<file path="src/rtl/regfile_pkg.sv">
// Shared types and sizing for the register-file writeback controller.
// Widths here set the regfile geometry for every file that imports this package.
package regfile_pkg;

  localparam int WIDTH = 32;
  localparam int NREG  = 32;
  localparam int AW    = $clog2(NREG);

  typedef logic [AW-1:0]    rf_addr_t;
  typedef logic [WIDTH-1:0] rf_data_t;

  typedef struct packed {
    logic     valid;
    rf_addr_t rd;
    rf_data_t data;
  } wb_req_t;

  typedef enum logic {
    WB_ALU = 1'b0,
    WB_MEM = 1'b1
  } port_id_t;

  // One-hot decode of a register index into a scoreboard-wide vector.
  function automatic logic [NREG-1:0] reg_onehot(input rf_addr_t a);
    logic [NREG-1:0] v;
    v    = '0;
    v[a] = 1'b1;
    return v;
  endfunction

endpackage

</file>
<file path="src/rtl/regfile_wb_ctrl_rr_arb2.sv">
// Two-requester round-robin arbiter; the port not granted last wins a tie.
// Grants are combinational, the history flop advances only on a grant.
module rr_arb2
  import regfile_pkg::*;
(
  input  logic       clk,
  input  logic       rst,
  input  logic [1:0] req,
  output logic [1:0] gnt
);

  port_id_t last_grant_q;
  port_id_t last_grant_d;

  always_comb begin
    gnt          = req;
    last_grant_d = last_grant_q;
    if (req == 2'b11) begin
      gnt = (last_grant_q == WB_MEM) ? 2'b01 : 2'b10;
    end
    // gnt is only ever a subset of req, so any grant is a transfer
    if (gnt[1]) begin
      last_grant_d = WB_MEM;
    end else if (gnt[0]) begin
      last_grant_d = WB_ALU;
    end
  end

  always_ff @(posedge clk or negedge rst) begin
    if (!rst) begin
      last_grant_q <= WB_MEM;
    end else begin
      last_grant_q <= last_grant_d;
    end
  end

endmodule

</file>
<file path="src/rtl/regfile_wb_ctrl.sv">
// Regfile write-port controller: arbitrates ALU/load writebacks, registers the
// single write, tracks per-register busy bits and raises the issue hazard stall.
module regfile_wb_ctrl
  import regfile_pkg::*;
(
  input  logic             clk,
  input  logic             rst,
  input  logic             iss_valid,
  input  logic [AW-1:0]    iss_ra,
  input  logic [AW-1:0]    iss_rb,
  input  logic [AW-1:0]    iss_rd,
  output logic             iss_stall,
  input  logic             wb0_valid,
  input  logic [AW-1:0]    wb0_rd,
  input  logic [WIDTH-1:0] wb0_data,
  output logic             wb0_ready,
  input  logic             wb1_valid,
  input  logic [AW-1:0]    wb1_rd,
  input  logic [WIDTH-1:0] wb1_data,
  output logic             wb1_ready,
  output logic             rf_w_en,
  output logic [AW-1:0]    rf_rd_addr,
  output logic [WIDTH-1:0] rf_w_data,
  output logic [NREG-1:0]  busy,
  output logic             sb_err
);

  logic [1:0] gnt;
  wb_req_t    req0;
  wb_req_t    req1;
  wb_req_t    sel;
  logic       transfer;
  logic       iss_accept;

  logic            rf_w_en_q,    rf_w_en_d;
  rf_addr_t        rf_rd_addr_q, rf_rd_addr_d;
  rf_data_t        rf_w_data_q,  rf_w_data_d;
  logic [NREG-1:0] busy_q,       busy_d;
  logic            sb_err_q,     sb_err_d;
  logic [NREG-1:0] set_vec;
  logic [NREG-1:0] clr_vec;

  assign req0 = {wb0_valid, wb0_rd, wb0_data};
  assign req1 = {wb1_valid, wb1_rd, wb1_data};

  rr_arb2 u_arb (
    .clk (clk),
    .rst (rst),
    .req ({wb1_valid, wb0_valid}),
    .gnt (gnt)
  );

  assign wb0_ready = gnt[0];
  assign wb1_ready = gnt[1];

  // No forwarding: any pending writer of a source or destination blocks issue.
  assign iss_stall  = iss_valid & (busy_q[iss_ra] | busy_q[iss_rb] | busy_q[iss_rd]);
  assign iss_accept = iss_valid & ~iss_stall & (iss_rd != '0);

  always_comb begin
    sel          = gnt[1] ? req1 : req0;
    transfer     = (|gnt) & sel.valid;
    rf_w_en_d    = transfer && (sel.rd != '0);
    rf_rd_addr_d = transfer ? sel.rd : rf_rd_addr_q;
    rf_w_data_d  = transfer ? sel.data : rf_w_data_q;
    // busy_q is sampled before this edge's clear, so a commit landing now does not mask the check
    sb_err_d     = sb_err_q | (transfer && (sel.rd != '0) && !busy_q[sel.rd]);
  end

  always_comb begin
    set_vec = iss_accept ? reg_onehot(iss_rd) : '0;
    clr_vec = rf_w_en_q ? reg_onehot(rf_rd_addr_q) : '0;
    // Set is applied after clear so a same-index collision leaves the bit set
    busy_d    = (busy_q & ~clr_vec) | set_vec;
    busy_d[0] = 1'b0;
  end

  always_ff @(posedge clk or negedge rst) begin
    if (!rst) begin
      rf_w_en_q    <= 1'b0;
      rf_rd_addr_q <= '0;
      rf_w_data_q  <= '0;
      busy_q       <= '0;
      sb_err_q     <= 1'b0;
    end else begin
      rf_w_en_q    <= rf_w_en_d;
      rf_rd_addr_q <= rf_rd_addr_d;
      rf_w_data_q  <= rf_w_data_d;
      busy_q       <= busy_d;
      sb_err_q     <= sb_err_d;
    end
  end

  assign rf_w_en    = rf_w_en_q;
  assign rf_rd_addr = rf_rd_addr_q;
  assign rf_w_data  = rf_w_data_q;
  assign busy       = busy_q;
  assign sb_err     = sb_err_q;

endmodule

</file>
<file path="config.mk">
export PLATFORM = sky130hd
export DESIGN_NAME = regfile_wb_ctrl
export DESIGN_NICKNAME = d
export VERILOG_FILES = /design/src/rtl/regfile_pkg.sv /design/src/rtl/regfile_wb_ctrl_rr_arb2.sv /design/src/rtl/regfile_wb_ctrl.sv
export SDC_FILE = /design/constraint.sdc
export NUM_CORES = 1
export LEC_CHECK = 0
export ABC_AREA = 0
export BUFFER_PORTS_ARGS = -buffer_cell sky130_fd_sc_hd__buf_4
export CORE_UTILIZATION = 54
export CTS_CLUSTER_DIAMETER = 200
export CTS_CLUSTER_SIZE = 12
export DETAILED_ROUTE_END_ITERATION = 10
export GPL_TIMING_DRIVEN = 0
export PLACE_DENSITY = 0.86
export SLEW_MARGIN = 0
export SYNTH_ARGS = -nofsm -noshare
export SYNTH_HDL_FRONTEND = slang
export SYNTH_HIERARCHICAL = 1
export SYNTH_SLANG_ARGS = --single-unit
</file>
<file path="constraint.sdc">
create_clock -name clk -period 4.76 [get_ports clk]
set_input_delay 0.238 -clock clk [delete_from_list [all_inputs] [get_ports clk]]
set_output_delay 0.238 -clock clk [all_outputs]
set_load 0.02 [all_outputs]
</file>
==> results of run 1 <==
stage by stage:
| stage | instances | total power, mW | hold slack [ps] | setup slack [ps] | utilization (%) |
|---|---|---|---|---|---|
| 3_5_place_dp | 696 | 2.58 | 402 | 1530 | 73.8 |
| 2_1_floorplan | 436 | 1.92 | -57.6 | 2010 | - |
| 3_3_place_gp | 696 | 2.54 | 397 | 1590 | 73.8 |
| 5_1_grt | 712 | 3.31 | 38.8 | 1280 | 76.8 |
| 4_1_cts | 712 | 3.14 | 34.5 | 1480 | 76.8 |
| 6_report | 712 | 3.16 | 8.20 | 1420 | 76.8 |
worst max-delay path, stage by stage, from the launching register on:
cell,delay [ps]
dfstp_2,380
a21boi_0,160
buf_4,130
clkbuf_1,270
mux2i_1,1080
clkbuf_1,430
mux2i_1,250
a22oi_1,80
a31oi_1,200
o21ai_0,160
o221ai_1,100
worst paths after layout:
path | start | endpoint | slack, ps | cells after the start
max in group asynchronous | rst | busy[29] | 4160 | 1
min in group clk | wb0_valid | u_arb/last_grant_q | 40 | 2
setup / recovery | u_arb/last_grant_q | sb_err | 1420 | 10
hold / removal | rst | rf_w_data[24] | 8 | 1
hold reg to reg | rf_w_data[16] | rf_w_data[16] | 480 | 2
setup reg to reg | u_arb/last_grant_q | sb_err | 1420 | 10
cell families after synthesis:
group	after synthesis	synth area share, %
flip-flops	71	39.4
AND/OR/NAND/NOR	103	11.2
AO/OA/AOI/OAI	130	20.0
other	1	0.0831
multiplexers	87	24.7
buffers and inverters	44	4.60
power by group through the flow:
stage | logic (mW) | registers, mW | clock network, mW
finish | 1.49 | 1.11 | 0.557
global route | 1.59 | 1.14 | 0.581
CTS | 1.48 | 1.10 | 0.559
detailed placement | 1.48 | 1.11 | 0
global placement | 1.44 | 1.10 | 0
floorplan | 0.669 | 1.25 | 0
synth_stat cells (2+ instances only):
cell type	count	area (sq um)
dfrtp_1	70	1750
o21ai_0	68	340
mux2i_1	62	621
nand2_1	43	161
clkbuf_1	23	86.3
o41ai_1	23	201
mux4_2	19	428
nor2_1	19	71.3
nand3b_1	10	75.1
a21oi_1	8	40.0
o41ai_2	8	130
nand3_1	7	35.0
buf_1	6	22.5
mux2_2	6	67.6
nand4_1	6	37.5
inv_1	5	18.8
buf_2	4	20.0
buf_6	4	45.0
a31oi_1	3	18.8
nor3_1	3	15.0
or3b_2	3	26.3
a311oi_1	2	17.5
buf_4	2	15.0
nand2b_1	2	12.5
nor2b_1	2	12.5
o2111ai_1	2	17.5
o21a_1	2	15.0
or3_1	2	12.5
cell type report:
type / count / area [sq um]
clock buffer: 11 / 151
clock inverter: 5 / 80.1
timing repair buffer: 158 / 1190
inverter: 5 / 18.8
tap: 102 / 128
buffer: 39 / 189
sequential: 71 / 1780
fill: 551 / 1830
multi-input combinational: 321 / 2520
registers in the layout, indices dropped and copies added, names as in the netlist:
register,flops
busy,31
rf_rd_addr,5
rf_w_data,32
rf_w_en,1
sb_err,1
u_arb/last_grant_q,1
layer usage:
metal / GRT usage [%] / wire length, um
met1: 40.4 / 5210
met2: 56.9 / 7120
met3: 9.02 / 1480
met4: 16.2 / 512
met5: 0 / 0
==> results, run 1 <==
- The die covers 0.00872 sq mm.
- The core footprint is 0.00789 sq mm.
- The synthesis-stage register bit count is 71.
- The tool flagged a number of max-cap violations equal to 0.
- For the pin with the worst max-slew slack, the measured transition is 1280 ps.
- The largest voltage drop on the vdd net is 307 uV.
- The library cells used most frequently in the layout, excluding fill and tap cells, are 160 x buf_4, 70 x dfrtp_1, 68 x o21ai_0, 62 x mux2i_1, 43 x nand2_1.
- The clock reaches the later pin of the worst-skew pair after 360 ps.
- Summed over all layers, the routed wires come to 14.3 mm.
- The via count of the first global-routing pass was 4451.
- Static timing analysis puts the maximum clock frequency at 299 MHz.
- The tightest min-delay check is of the in -> async type.
- The final period utilization is 70.2%.
- The net count of the finished layout is 699.
- The share of post-route cells with drive strength above 1 is 36.4%.
- The CTS tree is built.
- The post-detailed-route count of antenna-violating nets is 0.
- The number of antenna violations at the first check in global routing is 0.
- The number of setup violations in the final report is 0.
- At the worst endpoint, the arrival time is 3600 ps.
- Internal power comes to 1.83 mW.
- The power dissipated by switching net loads is 1.33 mW.
- The buffers inserted during post-CTS setup optimization is 0.
- The H-tree was split into 3 levels.
- 168 I/O pins were placed.
- The congestion estimate from routability-driven global placement came to 0.972.
- The post-synthesis average cell area is 10.3 sq um.
- Summed over all cells, the static leakage comes to 2.65 nW.
- The post-synthesis to final-layout area growth is 34.3%.
- The number of nets produced by synthesis is 530.
- In the final timing run, aggregate negative setup slack is 0 ps.
- The residual overflow from global routing is 0.
- The part of the Yosys area used for sequential elements is 39.4%.
- The worst pin sits at a relative slew slack of 12.3%.
- The first-pass iteration count of the detailed router is 5.
- The clock period minus worst slack is 3340 ps.
- The fraction of power spent switching nets is 42.0%.
- Input and output buffers added on the ports amount to 158.
- The number of CTS-inserted buffers is 9.
- The share of synthesized flip-flops with an asynchronous set or reset is 100%.
- The number of failing hold endpoints at the final stage is 0.
- The post-route standard cell area excluding fillers is 0.00606 sq mm.
- The pin count of the biggest net entering global routing is 72.
- During synthesis, Yosys emitted a total of 6 warnings.
- The kind of end point of the critical path is a register.
- The routed wire length per instance is 20.1 um.
- Across every metal layer, demand over resource in global routing totals 33.9%.
- The number of remaining DRC errors is 0.
- The nature of the critical path startpoint is a register.
- Detailed placement ended at an HPWL of 10.8 mm.
- Per report_power, the combinational group accounts for 47.2% of the total.
- The clock network is responsible for 17.6% of the overall power.
- For this design, the CTS-stage hold fixing added 0 buffers.
- Setup repair after global routing left no endpoint under its margin.
- The flow ran to the end, and the final reports show no timing, DRC or antenna violations.
- The clock passes through at most 2 buffers.
- In the synthesized netlist, the number of instances is 436.
- Counting every sink on the clock net gives 71.
- The starting density of the core is 57.2%.
- For the worst setup path, the data required time is 5020 ps.
- After synthesis the cells add up to 0.00451 sq mm.
- Leaving out fill and tap cells, the most frequent cell in the layout is buf_4.
- The power per cell area is 522 mW/mm^2.
- The area of placed instances is 0.00582 sq mm.
- The worst setup path is of the reg -> reg kind.
- The clock root buffer is clkbuf_8.
- Yosys mapped the design onto 50 distinct sky130hd cell types.
- In this run, the number of DRC markers left after iteration 0 of detailed routing was 378.
- The most used flip-flop cell after synthesis is dfrtp_1.
- In this run, post-CTS repair resized a total of 0 instances.
- The die is 93.4 um wide.
- Between clock sinks in the finished design, the worst skew comes to 7.83 ps.
- The routed layout has 4506 vias.
- The share of total power dissipated in sequential elements is 35.2%.
- The global-route wire length before repair is 22.3 mm.
- The clock slew seen by the registers of the worst setup and hold paths is 80 ps.
- Measured along the y axis, the die boundary spans 93.4 um.
- The largest driver fanout on the critical path is 10.
- 0 antenna diodes ended up in the layout.
- The number of pins exceeding their max-slew limit in the final report is 0.
- The number of rows in the core area is 32.
- In this run, synthesis inferred 0 flip-flops with an integrated enable.
- The number of vias per cell is 6.33.
No activity file was read; power rests on OpenSTA's default activity.
==> run 2: changes to the inputs <==
--- a/config.mk
+++ b/config.mk
@@ -7,12 +7,12 @@
 export LEC_CHECK = 0
 export ABC_AREA = 0
 export BUFFER_PORTS_ARGS = -buffer_cell sky130_fd_sc_hd__buf_4
-export CORE_UTILIZATION = 54
+export CORE_UTILIZATION = 45
 export CTS_CLUSTER_DIAMETER = 200
 export CTS_CLUSTER_SIZE = 12
 export DETAILED_ROUTE_END_ITERATION = 10
 export GPL_TIMING_DRIVEN = 0
-export PLACE_DENSITY = 0.86
+export PLACE_DENSITY = 0.77
 export SLEW_MARGIN = 0
 export SYNTH_ARGS = -nofsm -noshare
 export SYNTH_HDL_FRONTEND = slang
==> constraint.sdc (replaced) <==
create_clock -name clk -period 2.9 [get_ports clk]
set_input_delay 0.145 -clock clk [delete_from_list [all_inputs] [get_ports clk]]
set_output_delay 0.145 -clock clk [all_outputs]
set_load 0.02 [all_outputs]
==> run 2 against run 1 <==
Effect of this change: the flow now finishes with violations (negative setup slack); core utilization fell by 11 points; first-iteration DRC count fell by 28%; largest power group unchanged; largest cell class unchanged; clock-buffer cell count did not move; sequential share of layout area fell by 1.2 points; flip-flop and latch count did not move.
==> results, run 2 (synthesized netlist as in run 1, its figures left out) <==
- Run status: complete, but fails checks (was completed).
- The checks that failed: negative setup slack.
- The routability-driven placement congestion ratio is 0.938 (was 0.972).
- The net count of the finished layout came to 710 (was 699).
- The power per cell area is 858 mW/mm^2 (was 522 mW/mm^2).
- The number of violations reported at the end of detailed-routing iteration 0 is 274 (was 378).
- The worst hold path cell count is 3.
- The number of rows in the core area is 36 (was 32).
- List of cells traversed by the critical path: mux4_2, mux2_4, nand3_2, o31ai_1, or4_4, buf_6, buf_8, o21a_1, buf_6 (was a21boi_0, buf_4, clkbuf_1, mux2i_1, clkbuf_1, mux2i_1, a22oi_1, a31oi_1, o21ai_0, o221ai_1).
- The largest driver fanout on the critical path came to 5 (was 10).
- The die height is 102 um (was 93.4 um).
- The endpoint arrival time on the critical path came to 2840 ps (was 3600 ps).
- The endpoint required time on the critical path is 2760 ps (was 5020 ps).
- The largest clock skew in the final design is 8.44 ps (was 7.83 ps).
- The post-route standard cell area excluding fillers is 0.00636 sq mm (was 0.00606 sq mm).
- The total routing resource utilization after global routing is 29.8% (was 33.9%).
- The number of CTS-inserted buffers is 9 (unchanged).
- The nature of the critical path startpoint is a register (unchanged).
- The number of remaining DRC errors came to 0 (unchanged).
- The total die area was 0.0104 sq mm (was 0.00872 sq mm).
- The number of antenna repair diodes came to 0 (unchanged).
- The post-synthesis to final-layout area growth is 41.0% (was 34.3%).
- The worst min-delay path class is in -> reg (was in -> async).
- The class of the most critical setup path is reg -> out (was reg -> reg).
- Top library cells by usage in the layout, fill and taps aside: 168 x buf_4, 68 x o21ai_0, 62 x dfrtp_1, 59 x mux2i_1, 43 x nand2_1 (was 160 x buf_4, 70 x dfrtp_1, 68 x o21ai_0, 62 x mux2i_1, 43 x nand2_1).
- Dividing the final minimum period by the clock period gives 103%.
- The pin count of the biggest net entering global routing is 72 (unchanged).
- The overall power after layout was 5.46 mW (was 3.16 mW).
- The clock sink count is 71 (unchanged).
- The number of vias after detailed routing is 4593 (was 4506).
- The routed wire length per instance is 20.4 um (was 20.1 um).
- The maximum buffer depth of the clock tree was 2 (unchanged).
- The count of H-tree levels built during CTS came to 3 (unchanged).
- The number of pins exceeding their max-slew limit in the final report is 0 (unchanged).
- The kind of end point of the critical path is an output pin (was register).
- The clock insertion delay at the later pin of the skew report is 370 ps (was 360 ps).
- The clock root buffer is clkbuf_8 (unchanged).
- The count of max-cap constraint violations is 0 (unchanged).
- The normalized max-slew margin is 38.4% (was 12.3%).
- The clock slew seen by the registers of the worst setup and hold paths is 70 ps (was 80 ps).
- The critical register-to-register path endpoint is busy[28] (was sb_err).
- The number of failing hold endpoints at the final stage was 0 (unchanged).
- The total wirelength of the detailed-routed design is 15.4 mm (was 14.3 mm).
- The number of antenna violations at the first check in global routing is 0 (unchanged).
- The number of flip-flops under the largest register name is 32 (unchanged).
- The largest stage delay on the critical path is 530 ps (was 1080 ps).
- The number of vias per cell is 6.09 (was 6.33).
- The area of placed instances is 0.00586 sq mm (was 0.00582 sq mm).
- The top-level I/O count is 168 (unchanged).
- The cell with the largest stage delay on the worst path is or4_4 (was mux2i_1).
- The filler cell count came to 796 (was 551).
- The via count of the first global-routing pass is 4585 (was 4451).
- The slew at the pin closest to its max-slew limit is 924 ps (was 1280 ps).
- The destination of the worst hold path is u_arb/last_grant_q.
- The minimum setup slack in the final design is -89.0 ps (was 1420 ps).
- The starting density of the core was 46.4% (was 57.2%).
- The post-detailed-route count of antenna-violating nets is 0 (unchanged).
- The depth of the most critical reg-to-reg path came to 9 (was 10).
- The residual overflow from global routing was 0 (unchanged).
- The clock period minus worst slack is 2990 ps.
- The worst hold path begins at wb1_valid.
- The global-route wire length before repair was 23.2 mm (was 22.3 mm).
- The core footprint was 0.00973 sq mm (was 0.00789 sq mm).
- Setup repair after global routing missed its margin: true (was false).
- The leading cell type in the layout, fill and taps excluded is buf_4 (unchanged).
- The count of buffers inserted at the top-level ports was 158 (unchanged).
- The number of setup violations in the final report is 1 (was 0).
- The horizontal die dimension is 102 um (was 93.4 um).
- The share of post-route cells with drive strength above 1 was 42.2% (was 36.4%).
- The number of placed instances with taps included is 727 (was 696).
- Static timing analysis puts the maximum clock frequency at 335 MHz.
- The non-filler instance count after layout is 754 (was 712).
- The largest voltage drop on the vdd net was 375 uV (was 307 uV).
- The static leakage power is 2.76 nW (was 2.65 nW).
- The CTS tree was built (unchanged).
- The first-pass iteration count of the detailed router is 5 (unchanged).
- The most repeated library cell on the critical path is buf_6.
- The startpoint of the worst-slack reg-to-reg timing path is busy[21] (was u_arb/last_grant_q).
- The HPWL after detailed placement came to 11.1 mm (was 10.8 mm).
- The minimum setup slack among reg-to-reg paths is 100 ps (was 1420 ps).
## run 2: routing by layer
metal,global-route usage (%),vias to the layer above,share of wire (%)
met2,50.6,299,49
met4,13.4,0,2.6
met3,8.21,42,11
li1,-,2034,-
met1,35.3,2218,37
met5,0,-,0
## run 2: worst max path at each step
stage | start | to | slack, ps | depth (start not counted)
2_1_floorplan | u_arb/last_grant_q | sb_err | 150 | 10
3_3_place_gp | u_arb/last_grant_q | sb_err | -360 | 10
3_5_place_dp | u_arb/last_grant_q | sb_err | -470 | 10
4_1_cts | busy[20] | iss_stall | -90 | 9
5_1_grt | busy[22] | iss_stall | -160 | 9
6_report | busy[21] | iss_stall | -90 | 9
## run 2: where the power goes
part	total, mW	internal (mW)	switching [mW]
logic	2.67	1.28	1.39
clock network	0.936	0.530	0.407
registers	1.85	1.34	0.512
total	5.46	3.15	2.31
## run 2: repair_timing
| item | in CTS | in global routing |
|---|---|---|
| setup buffers | 7 | 2 |
| resized for setup | 15 | 29 |
| endpoints found under the hold margin | 71 | 0 |
| pin swaps | 3 | 1 |
| hold buffers | 2 | 0 |
| endpoints found under the setup margin | 3 | 17 |
## run 2: area by class of cell
| type | count | area (sq um) | share of cell area (%) |
|---|---|---|---|
| plain buffers | 39 | 209 | 3.29 |
| clock buffers | 11 | 151 | 2.38 |
| clock inverters | 5 | 80.1 | 1.26 |
| inverters | 5 | 18.8 | 0.295 |
| multi-input cells | 321 | 2670 | 42.0 |
| flip-flops and latches | 71 | 1790 | 28.1 |
| well taps | 133 | 166 | 2.62 |
| repair buffers | 169 | 1280 | 20.1 |
## run 2: through the flow
step / worst slack (ps) / setup TNS [ps] / util, % / hold slack, ps
5_1_grt: -165 / -165 / 65.4 / 61.2
6_report: -89.0 / -89.0 / 65.4 / 44.0
4_1_cts: -86.6 / -86.6 / 63.9 / 33.4
2_1_floorplan: 151 / 0 / - / -151
3_3_place_gp: -359 / -359 / 60.3 / 303
3_5_place_dp: -470 / -562 / 60.3 / 310
## run 2: worst max-delay path, delay by kind of cell, from the launching register on
kind            cells  cell delay [ps]
compound gates      2              270
buf+inv             3              390
flops               1              450
mux                 2              780
simple gates        2              600
